File: src/rtl/level_controller.sv
// Frogger level sequencer: lane configuration per row, plus the
// level / lives / score state machine driven by collisions and frog-home.
module level_controller #(
  parameter int NUM_ROWS     = 4,
  parameter int MAX_LEVEL    = 8,
  parameter int START_LIVES  = 3,
  parameter int DEATH_FRAMES = 60
) (
  input  logic                  frame_clk,
  input  logic                  Reset,
  input  logic                  Start,
  input  logic [NUM_ROWS-1:0]   Car_Collision,
  input  logic                  Frog_Home,
  output logic [NUM_ROWS*3-1:0] Number_Cars,
  output logic [NUM_ROWS*8-1:0] Gap_Size,
  output logic [NUM_ROWS*5-1:0] Speed,
  output logic [NUM_ROWS-1:0]   Direction,
  output logic                  Row_Reset,
  output logic                  Frog_Reset,
  output logic [3:0]            Level,
  output logic [1:0]            Lives,
  output logic [7:0]            Score,
  output logic [2:0]            Game_State
);

  typedef enum logic [2:0] {
    IDLE      = 3'd0,
    PLAY      = 3'd1,
    DYING     = 3'd2,
    LEVEL_UP  = 3'd3,
    GAME_OVER = 3'd4
  } state_t;

  localparam logic [3:0] MAX_LVL  = 4'(MAX_LEVEL);
  localparam logic [1:0] LIVES0   = 2'(START_LIVES);
  localparam logic [7:0] DIE_LAST = 8'(DEATH_FRAMES - 1);

  state_t     state_q;
  state_t     state_d;
  logic [3:0] level_d;
  logic [1:0] lives_d;
  logic [7:0] score_d;
  logic [7:0] cnt_q;
  logic [7:0] cnt_d;
  logic       row_d;
  logic       frog_d;
  logic [8:0] score_sum;

  assign score_sum  = {1'b0, Score} + {5'd0, Level};
  assign Game_State = state_q;

  always_ff @(posedge frame_clk or posedge Reset) begin
    if (Reset) begin
      state_q    <= IDLE;
      Level      <= 4'd1;
      Lives      <= LIVES0;
      Score      <= 8'd0;
      cnt_q      <= 8'd0;
      Row_Reset  <= 1'b1;
      Frog_Reset <= 1'b1;
    end else begin
      state_q    <= state_d;
      Level      <= level_d;
      Lives      <= lives_d;
      Score      <= score_d;
      cnt_q      <= cnt_d;
      Row_Reset  <= row_d;
      Frog_Reset <= frog_d;
    end
  end

  always_comb begin
    state_d = state_q;
    level_d = Level;
    lives_d = Lives;
    score_d = Score;
    cnt_d   = cnt_q;
    unique case (state_q)
      IDLE: begin
        if (Start) begin
          state_d = PLAY;
          level_d = 4'd1;
          lives_d = LIVES0;
          score_d = 8'd0;
        end
      end
      PLAY: begin
        // collision takes priority over reaching home
        if (|Car_Collision) begin
          state_d = DYING;
          lives_d = (Lives == 2'd0) ? 2'd0 : Lives - 2'd1;
          cnt_d   = 8'd0;
        end else if (Frog_Home) begin
          state_d = LEVEL_UP;
          score_d = score_sum[8] ? 8'hFF : score_sum[7:0];
          level_d = (Level >= MAX_LVL) ? Level : Level + 4'd1;
        end
      end
      DYING: begin
        if (cnt_q == DIE_LAST) begin
          state_d = (Lives == 2'd0) ? GAME_OVER : PLAY;
        end else begin
          cnt_d = cnt_q + 8'd1;
        end
      end
      LEVEL_UP: state_d = PLAY;
      GAME_OVER: begin
        if (Start) state_d = IDLE;
      end
      default: state_d = IDLE;
    endcase
  end

  // strobes are registered against the state being entered
  always_comb begin
    row_d  = 1'b0;
    frog_d = 1'b1;
    unique case (state_d)
      IDLE:     row_d = 1'b1;
      PLAY: begin
        frog_d = 1'b0;
        row_d  = (state_q != PLAY);
      end
      LEVEL_UP: row_d = 1'b1;
      default:  row_d = 1'b0;
    endcase
  end

  for (genvar r = 0; r < NUM_ROWS; r++) begin : g_lane
    localparam logic [8:0] R9 = 9'(r);
    logic [8:0] sum;
    logic [8:0] spd;
    logic [8:0] ofs;
    assign sum = {5'd0, Level} + R9;
    assign spd = R9 + {4'd0, Level, 1'b0};
    assign ofs = {1'b0, Level, 4'd0} + {R9[5:0], 3'd0};
    assign Number_Cars[r*3 +: 3] =
      (sum >= 9'd6) ? 3'd4 : 3'(9'd1 + (sum >> 1));
    assign Speed[r*5 +: 5] =
      (spd > 9'd31) ? 5'd31 : spd[4:0];
    assign Gap_Size[r*8 +: 8] =
      (ofs >= 9'd120) ? 8'd40 : 8'(9'd160 - ofs);
    assign Direction[r] = ~R9[0];
  end

endmodule
File: config.mk
export PLATFORM = sky130hd
export DESIGN_NAME = level_controller
export DESIGN_NICKNAME = d
export VERILOG_FILES = /design/src/rtl/level_controller.sv
export SDC_FILE = /design/constraint.sdc
export NUM_CORES = 1
export LEC_CHECK = 0
export ABC_AREA = 1
export ABC_CLOCK_PERIOD_IN_PS = 3500
export BUFFER_PORTS_ARGS = -buffer_cell sky130_fd_sc_hd__buf_4
export CORE_MARGIN = 1
export CORE_UTILIZATION = 54
export CTS_CLUSTER_SIZE = 40
export DETAILED_ROUTE_END_ITERATION = 6
export GPL_TIMING_DRIVEN = 0
export HOLD_SLACK_MARGIN = 0.1
export PLACE_DENSITY_LB_ADDON = 0.08
export SYNTH_ARGS = -nofsm -noshare
export SYNTH_HDL_FRONTEND = slang
export SYNTH_SLANG_ARGS = --single-unit
File: constraint.sdc
create_clock -name frame_clk -period 3.5 [get_ports frame_clk]
set_clock_uncertainty 0.05 [all_clocks]
set_input_delay 0 -clock frame_clk [delete_from_list [all_inputs] [get_ports frame_clk]]
set_output_delay 0 -clock frame_clk [all_outputs]
set_load 0.01 [all_outputs]
Word-level counts from Yosys, hierarchy flattened:

Cells that the tools add are included.

* output and inout port bits: 87
* register bits: 27
* word-level logic and storage cells: 104
* input port bits: 8

* muxes and demuxes: 38
* equality and inequality tests: 14
* add/sub/neg operators: 21
* reductions and logical operators: 11
* magnitude comparators: 13

Operators by type and width (count)
* two-way mux 8 bit: 10
* one-hot mux 8 bit (2 select lines): 2
* subtractor 8 bit, first input constant: 4
* two-way mux 3 bit: 10
* >= comparator 9 x 7 -> 1 bit, second input constant: 3
* two-way mux 5 bit: 4
* adder 8 x 5 -> 9 bit, second input constant: 2
* greater-than comparator 6 x 5 -> 1 bit, second input constant: 3
* two-way mux 4 bit: 4
* >= comparator 5 x 3 -> 1 bit, second input constant: 3
* one-hot mux 3 bit (5 select lines): 1
* adder 1 x 3 -> 3 bit, first input constant: 4
* adder 2 x 5 -> 6 bit, first input constant: 2
* != test 2 bit, second input constant: 6
* adder 4 x 2 -> 5 bit, second input constant: 2
* adder 8 x 4 -> 9 bit: 1
* adder 8 x 4 -> 9 bit, second input constant: 1
* equality test 3 x 2 -> 1 bit, second input constant: 3
* adder 8 x 1 -> 8 bit, second input constant: 1
* equality test 8 x 6 -> 1 bit, second input constant: 1
* >= comparator 8 x 7 -> 1 bit, second input constant: 1
* one-hot mux 4 bit (2 select lines): 1
* adder 1 x 5 -> 6 bit, first input constant: 1
* equality test 3 x 1 -> 1 bit, second input constant: 2
* other kinds (20): 25

Depth between registers and ports, before layout:

Gate-level depths: netlist of run 1.

* depth after elaboration: 7
* gate-level depth with buffers: 10

Least setup slack after synthesis of run 1:

No wires, ideal clock.

* path type: register -> output
* start point: register Level[0]
* end point: output Number_Cars[11]
* path buffers: 1
* required time: 3.450 ns
* arrival: 2.035 ns
* slack: 1.415 ns
* stages on the path, launching flop included: 8
* cells stage by stage: dfstp_2 > buf_2 > inv_2 > ha_1 > inv_1 > ha_1 > xor2_1 > or2_2

* cells in the longest elaborated chain, start to end: 3
* elaborated cells between the ends (all ways): 4
* classes of those cells: add/sub (2); order compare (1); mux (1)

Ends and longest elaborated chain
* start: declaration: line 20 `output logic [3:0] Level,`
* start signal: assignment: line 63 `Level <= level_d;`
* adder 4 x 2 -> 5 bit *: line 134 `assign sum = {5'd0, Level} + R9;`
* >= comparator 5 x 3 -> 1 bit / adder 1 x 3 -> 3 bit (equally long branches): line 138 `(sum >= 9'd6) ? 3'd4 : 3'(9'd1 + (sum >> 1));`
* two-way mux 3 bit *: line 138
* end: declaration: line 14 `output logic [NUM_ROWS*3-1:0] Number_Cars,`

Mark *: on every way between the ends. The rest lies on a longest branch, timed or not.

Final worst setup path of run 1:

Same ends and word-level chain as after synthesis.

==> flow_summary.json, run 1 <==
{
  "ir_worst_vdd_mv": 0.419,
  "antenna_found_initial": 0,
  "setup_violations": 0,
  "antennaDiodeCount": 0,
  "post_dp_cell_area_um2": 3180,
  "routed_wirelength_um": 5790,
  "clk_pin_slew_ps": 100,
  "synthTopCellsByCount": "nand2_1, inv_1, nor2_1",
  "first_pass_iters": 5,
  "fin_crit_sh_pct": 80.1,
  "io_buffers": 73,
  "synth_area_leader_cell": "dfrtp_1",
  "slowest_stage": "dfstp_2",
  "drc": 0,
  "drv_cap": 0,
  "htree_levels": 1,
  "gp_congestion": 0.859,
  "cpMostUsedCell": "ha_1",
  "reg2reg_depth": 9,
  "grt_use_met3_pct": 3.75,
  "grt.total_usage_pct": 23.7,
  "wl_per_cell_um": 11.3,
  "cp_num_buf_inv": 4,
  "avgSynthCellArea_um2": 6.91,
  "tritoncts": "yes",
  "report.final.hold_viol_count": 0,
  "grt_pass1_vias": 2173,
  "cp-end-kind": "output port",
  "max_stage_delay_ps": 640,
  "synth_async_sr_flop_share_pct": 100,
  "ant_nets": 0,
  "grt_max_degree": 28,
  "start_util_pct": 56.9,
  "die_height_um": 70.0,
  "required_ps": 3450,
  "worstPathArrival_ps": 2760,
  "root_buffer": "clkbuf_8",
  "synth_edf_count": 0,
  "slew_viol_final": 0,
  "via_per_inst": 4.95,
  "drive_above_1_share_pct": 29.6,
  "design.die.area_um2": 4890,
  "hpwl_um": 4460,
  "leakagePower_nw": 1.95,
  "numCtsBuffers": 3,
  "grt_pass1_wl_um": 9650,
  "grtUsageMet2_pct": 40.4,
  "cts.repair.resized": 0,
  "die_w_um": 70.0,
  "synth_area_um2": 2490,
  "start_kind": "register",
  "synthTopCellsByArea": "dfrtp_1, nand2_1, ha_1",
  "worstSetupPathType": "register to output port",
  "worstHoldPathCells": 6,
  "rows": 24,
  "met1_usage_pct": 32.1,
  "tns_ps": 0,
  "synth_seq_cells": 27,
  "slew_headroom_pct": 31.9,
  "synth_flop_cell": "dfrtp_1",
  "clock_sinks": 27,
  "hold_class": "input port to register",
  "cts_max_path_buffers": 2,
  "crit_path_cell_trace": "buf_2 -> inv_2 -> ha_1 -> inv_1 -> ha_1 -> xor2_1 -> or2_2 -> buf_4",
  "vias": 2535,
  "netlist_instances": 361,
  "path_depth": 8,
  "synth_most_common_cell": "nand2_1",
  "nets": 490,
  "max_freq_mhz": 356,
  "yosys_warnings": 0,
  "rsz0062_at_grt": "no",
  "ys_types": 36,
  "grt_overflow": 0,
  "status": "finished clean",
  "crit_family": "buffers and inverters",
  "p_per_area_nw_per_um2": 555,
  "seq_area_frac_synth_pct": 27.3,
  "worstSkewPairLatency_ps": 280,
  "synth_top_area_share_pct": 22.1,
  "critPathMaxFanout": 10,
  "final_area_um2": 3260,
  "period_minus_slack_ps": 2810,
  "area_growth_pct": 30.6,
  "worst_pin_slew_ps": 1020,
  "grt-busiest-layer": "met2",
  "core_area_um2": 4380,
  "io_pins": 95,
  "drt_iter0_markers": 161
}
area by class of cell:
class                      count  area, um^2
sequential                    27         682
clock inverter                 1        7.51
tap                           52        65.1
multi-input combinational    271        1460
fill                         347        1130
clock buffer                   3        41.3
inverter                      48         180
timing repair buffer          76         578
buffer                        34         245
per-stage QoR:
stage | hold WS [ps] | power [W] | std cells | setup slack, ps | util (%)
final | 235 | 0.00181 | 512 | 695 | 74.3
after global routing | 286 | 0.00194 | 512 | 581 | 74.3
after CTS | 233 | 0.00181 | 512 | 702 | 74.3
after detailed placement | 254 | 0.00162 | 505 | 1020 | 72.5
after global placement | 240 | 0.00159 | 505 | 1050 | 72.5
after floorplan | -0.991 | 0.00118 | 380 | 1410 | -
cell usage in the layout, fill, tap and decap left out, types with 3 or more instances in the layout:
master         instances
nand3_1               34
xor2_1                 5
dlygate4sd3_1          3
nand4_1               11
conb_1                21
inv_1                 41
o21ai_1                6
dfstp_2                5
buf_4                101
a21oi_1                8
buf_2                  4
o21ai_0                7
nand2_4                3
nor2_1                40
dfrtp_1               22
nand2_1               95
inv_2                  7
ha_1                  20
clkbuf_8               3
kinds of logic (layout without fill, tap and decap cells):
| family | after synthesis | after routing | share of synthesized area, % |
|---|---|---|---|
| and+or+nand+nor | 194 | 194 | 35.5 |
| buffers and inverters | 82 | 162 | 17.1 |
| AOI/OAI and AO/OA | 28 | 28 | 6.47 |
| adders and majority gates | 21 | 21 | 10.8 |
| DFF | 27 | 27 | 27.3 |
| other | 2 | 21 | 0.301 |
| xor gates and xnor gates | 7 | 7 | 2.46 |
worst reg2reg max path, stage by stage, from the launching register on:
cell	delay, ps
dfrtp_1	640
inv_1	290
fa_1	500
inv_1	80
nand3_1	80
nand2_1	120
nand4_1	300
nand3_1	230
nand2_1	60
nand2_1	60
power breakdown:
group	internal, W	total (W)	switching (W)
Sequential	0.000403	0.000506	0.000103
Combinational	0.000491	0.00112	0.000626
Clock	0.0000809	0.000185	0.000105
Total	0.000975	0.00181	0.000833
worst paths after layout:
| kind | startpoint | to | slack, ps |
|---|---|---|---|
| min | Car_Collision[0] | cnt_q[2] | 240 |
| max | Level[0] | Number_Cars[11] | 690 |
| max in group asynchronous | Reset | cnt_q[4] | 2310 |
| max reg2reg | Level[1] | Score[5] | 1030 |
| min reg2reg | Lives[1] | Lives[0] | 460 |
| min in group asynchronous | Reset | Score[6] | 470 |
state kept, by name, indices dropped and copies added, names as in the netlist:
name / count
Level: 4
Score: 8
Row_Reset: 1
cnt_q: 8
Frog_Reset: 1
Game_State: 3
Lives: 2
timing repair:
action                                 4_1_cts  5_1_grt
setup buffers                                0        0
endpoints found under the hold margin       26        0
hold buffers                                 3        0
per-layer routing:
layer	wire length [um]	part of all wire, %
met3	349	6.0
met2	2780	48
met5	0	0
met1	2640	46
met4	21	0.36
(Power assumes the default switching activity.)
==> run 2: changes to the inputs <==
--- a/config.mk
+++ b/config.mk
@@ -6,10 +6,10 @@
 export NUM_CORES = 1
 export LEC_CHECK = 0
 export ABC_AREA = 1
-export ABC_CLOCK_PERIOD_IN_PS = 3500
+export ABC_CLOCK_PERIOD_IN_PS = 2300
 export BUFFER_PORTS_ARGS = -buffer_cell sky130_fd_sc_hd__buf_4
 export CORE_MARGIN = 1
-export CORE_UTILIZATION = 54
+export CORE_UTILIZATION = 45
 export CTS_CLUSTER_SIZE = 40
 export DETAILED_ROUTE_END_ITERATION = 6
 export GPL_TIMING_DRIVEN = 0
==> constraint.sdc (replaced) <==
create_clock -name frame_clk -period 2.3 [get_ports frame_clk]
set_clock_uncertainty 0.05 [all_clocks]
set_input_delay 0 -clock frame_clk [delete_from_list [all_inputs] [get_ports frame_clk]]
set_output_delay 0 -clock frame_clk [all_outputs]
set_load 0.01 [all_outputs]
==> run 2 against run 1 <==
Effect of this change:
- setup slack worse by 610 ps
- power up 62%
- global-route usage down 3.5 points
- routed wire length up 2.0%
- via count up 2.2%
- critical path type unchanged
==> flow_summary.json, run 2 (synthesis results as in run 1) <==
{
  "grt_pass1_vias": 2235,
  "start_util_pct": 47.6,
  "final_area_um2": 3480,
  "swShare_pct": 44.0,
  "cp-end-kind": "output port",
  "drc": 0,
  "drive_above_1_share_pct": 34.1,
  "ir_worst_vdd_mv": 0.646,
  "wl_per_cell_um": 10.8,
  "antennaDiodeCount": 0,
  "crit_start": "Level[0]",
  "clock_sinks": 27,
  "grt_max_degree": 28,
  "reg2reg_from": "Level[0]",
  "worst_pin_slew_ps": 1000,
  "tritoncts": "yes",
  "numCtsBuffers": 3,
  "tns_ps": 0,
  "met1_usage_pct": 25.5,
  "cts_max_path_buffers": 2,
  "clk_pin_slew_ps": 90,
  "post_dp_cell_area_um2": 3200,
  "drt_iter0_markers": 161,
  "mostFrequentLayoutCells": "buf_4, nand2_1, nor2_1, inv_1, nand3_1",
  "p_per_area_nw_per_um2": 842,
  "io_buffers": 73,
  "final_util_pct": 66.5,
  "worstSkewPairLatency_ps": 270,
  "root_buffer": "clkbuf_8",
  "grt_pass1_wl_um": 9990,
  "grt-busiest-layer": "met2",
  "grt_overflow": 0,
  "setup_violations": 0,
  "status": "finished clean",
  "core_area_um2": 5240,
  "p_comb_share_pct": 65.0,
  "first_pass_iters": 5,
  "critPathMaxFanout": 10,
  "rows": 26,
  "vias": 2590,
  "grtUsageMet2_pct": 37.0,
  "p_int_w": 0.00164,
  "ant_nets": 0,
  "antenna_found_initial": 0,
  "nets": 508,
  "layout_commonest_cell": "buf_4",
  "period_minus_slack_ps": 2210,
  "gp_congestion": 0.883,
  "worstPathArrival_ps": 2160,
  "drv_cap": 0,
  "fin_crit_sh_pct": 96.1,
  "slew_headroom_pct": 33.1,
  "p_switching_w": 0.00129,
  "io_pins": 95,
  "fillers": 495,
  "hold_class": "input port to register",
  "top_regs": "Score (8), cnt_q (8), Level (4)",
  "start_kind": "register",
  "worstSetupPathType": "register to output port",
  "die_w_um": 76.4,
  "dp.cells": 523,
  "htree_levels": 1,
  "slew_viol_final": 0,
  "regArea_um2": 683,
  "die_height_um": 76.4,
  "report.final.hold_viol_count": 0,
  "seq_power_share_pct": 25.9,
  "hpwl_um": 4500,
  "final_cell_count_no_fill": 548,
  "required_ps": 2250,
  "timing.hold.ws_ps": 220,
  "grt.total_usage_pct": 20.3,
  "design.die.area_um2": 5840,
  "hp-start": "Car_Collision[0]",
  "via_per_inst": 4.73,
  "max_freq_mhz": 452,
  "grt_use_met3_pct": 3.59,
  "area_growth_pct": 39.6,
  "leakagePower_nw": 2.04,
  "power_frac_clock_pct": 9.1,
  "routed_wirelength_um": 5910,
  "multi_input_area_um2": 1500
}
-- run 2: cell count changes in the layout (fill, tap and decap cells not counted), sizes merged --
cell / delta
inv: -2
clkinvlp: +1
clkbuf: +2
buf: +17
-- run 2: what timing repair did --
item	CTS	global route
resized for setup	6	10
setup buffers	4	14
hold buffers	3	0
cloned	0	0
pin swaps	1	2
setup endpoints to repair	22	16
hold endpoints to repair	26	0
-- run 2: final timing paths --
check / end / slack (ps) / depth (start not counted)
worst max-delay path: Number_Cars[11] / 90 / 8
worst min-delay path: cnt_q[2] / 220 / 6
worst max register to register: Score[3] / 120 / 12
worst min register to register: Lives[1] / 460 / 2
max in group asynchronous: Level[1] / 1040 / 3
min in group asynchronous: Score[4] / 470 / 3
-- run 2: per-stage QoR --
| step | worst slack (ps) | power, W |
|---|---|---|
| global route | -21.5 | 0.00319 |
| finish | 89.3 | 0.00293 |
| detailed placement | -176 | 0.00246 |
| floorplan | 215 | 0.00180 |
| CTS | -22.0 | 0.00280 |
| global placement | -190 | 0.00243 |
-- run 2: power by group through the flow --
stage               registers, W  logic (W)  clock network, W
floorplan               0.000777    0.00102                 0
global placement        0.000777    0.00166                 0
detailed placement      0.000779    0.00168                 0
CTS                     0.000754    0.00177          0.000276
global route            0.000780    0.00211          0.000298
finish                  0.000758    0.00191          0.000267
-- run 2: final cells by class --
| class | count | share of cell area, % |
|---|---|---|
| plain buffers | 34 | 7.22 |
| clock buffers | 4 | 1.29 |
| inverters | 48 | 5.46 |
| multi-input cells | 271 | 43.0 |
| flip-flops and latches | 27 | 19.6 |
| well taps | 70 | 2.52 |
| repair buffers | 94 | 20.9 |
-- run 2: worst max-delay path: stages, from the launching register on --
cell        delay, ps
dfstp_2           560
buf_6             120
inv_4              70
ha_4              300
clkinvlp_4         90
ha_1              190
xor2_1            150
or2_2             260
buf_4             140
-- run 2: layer usage --
metal | part of all wire [%] | wire length [um]
met1 | 46 | 2690
met2 | 49 | 2890
met3 | 4.6 | 271
met4 | 0.90 | 53
met5 | 0 | 0
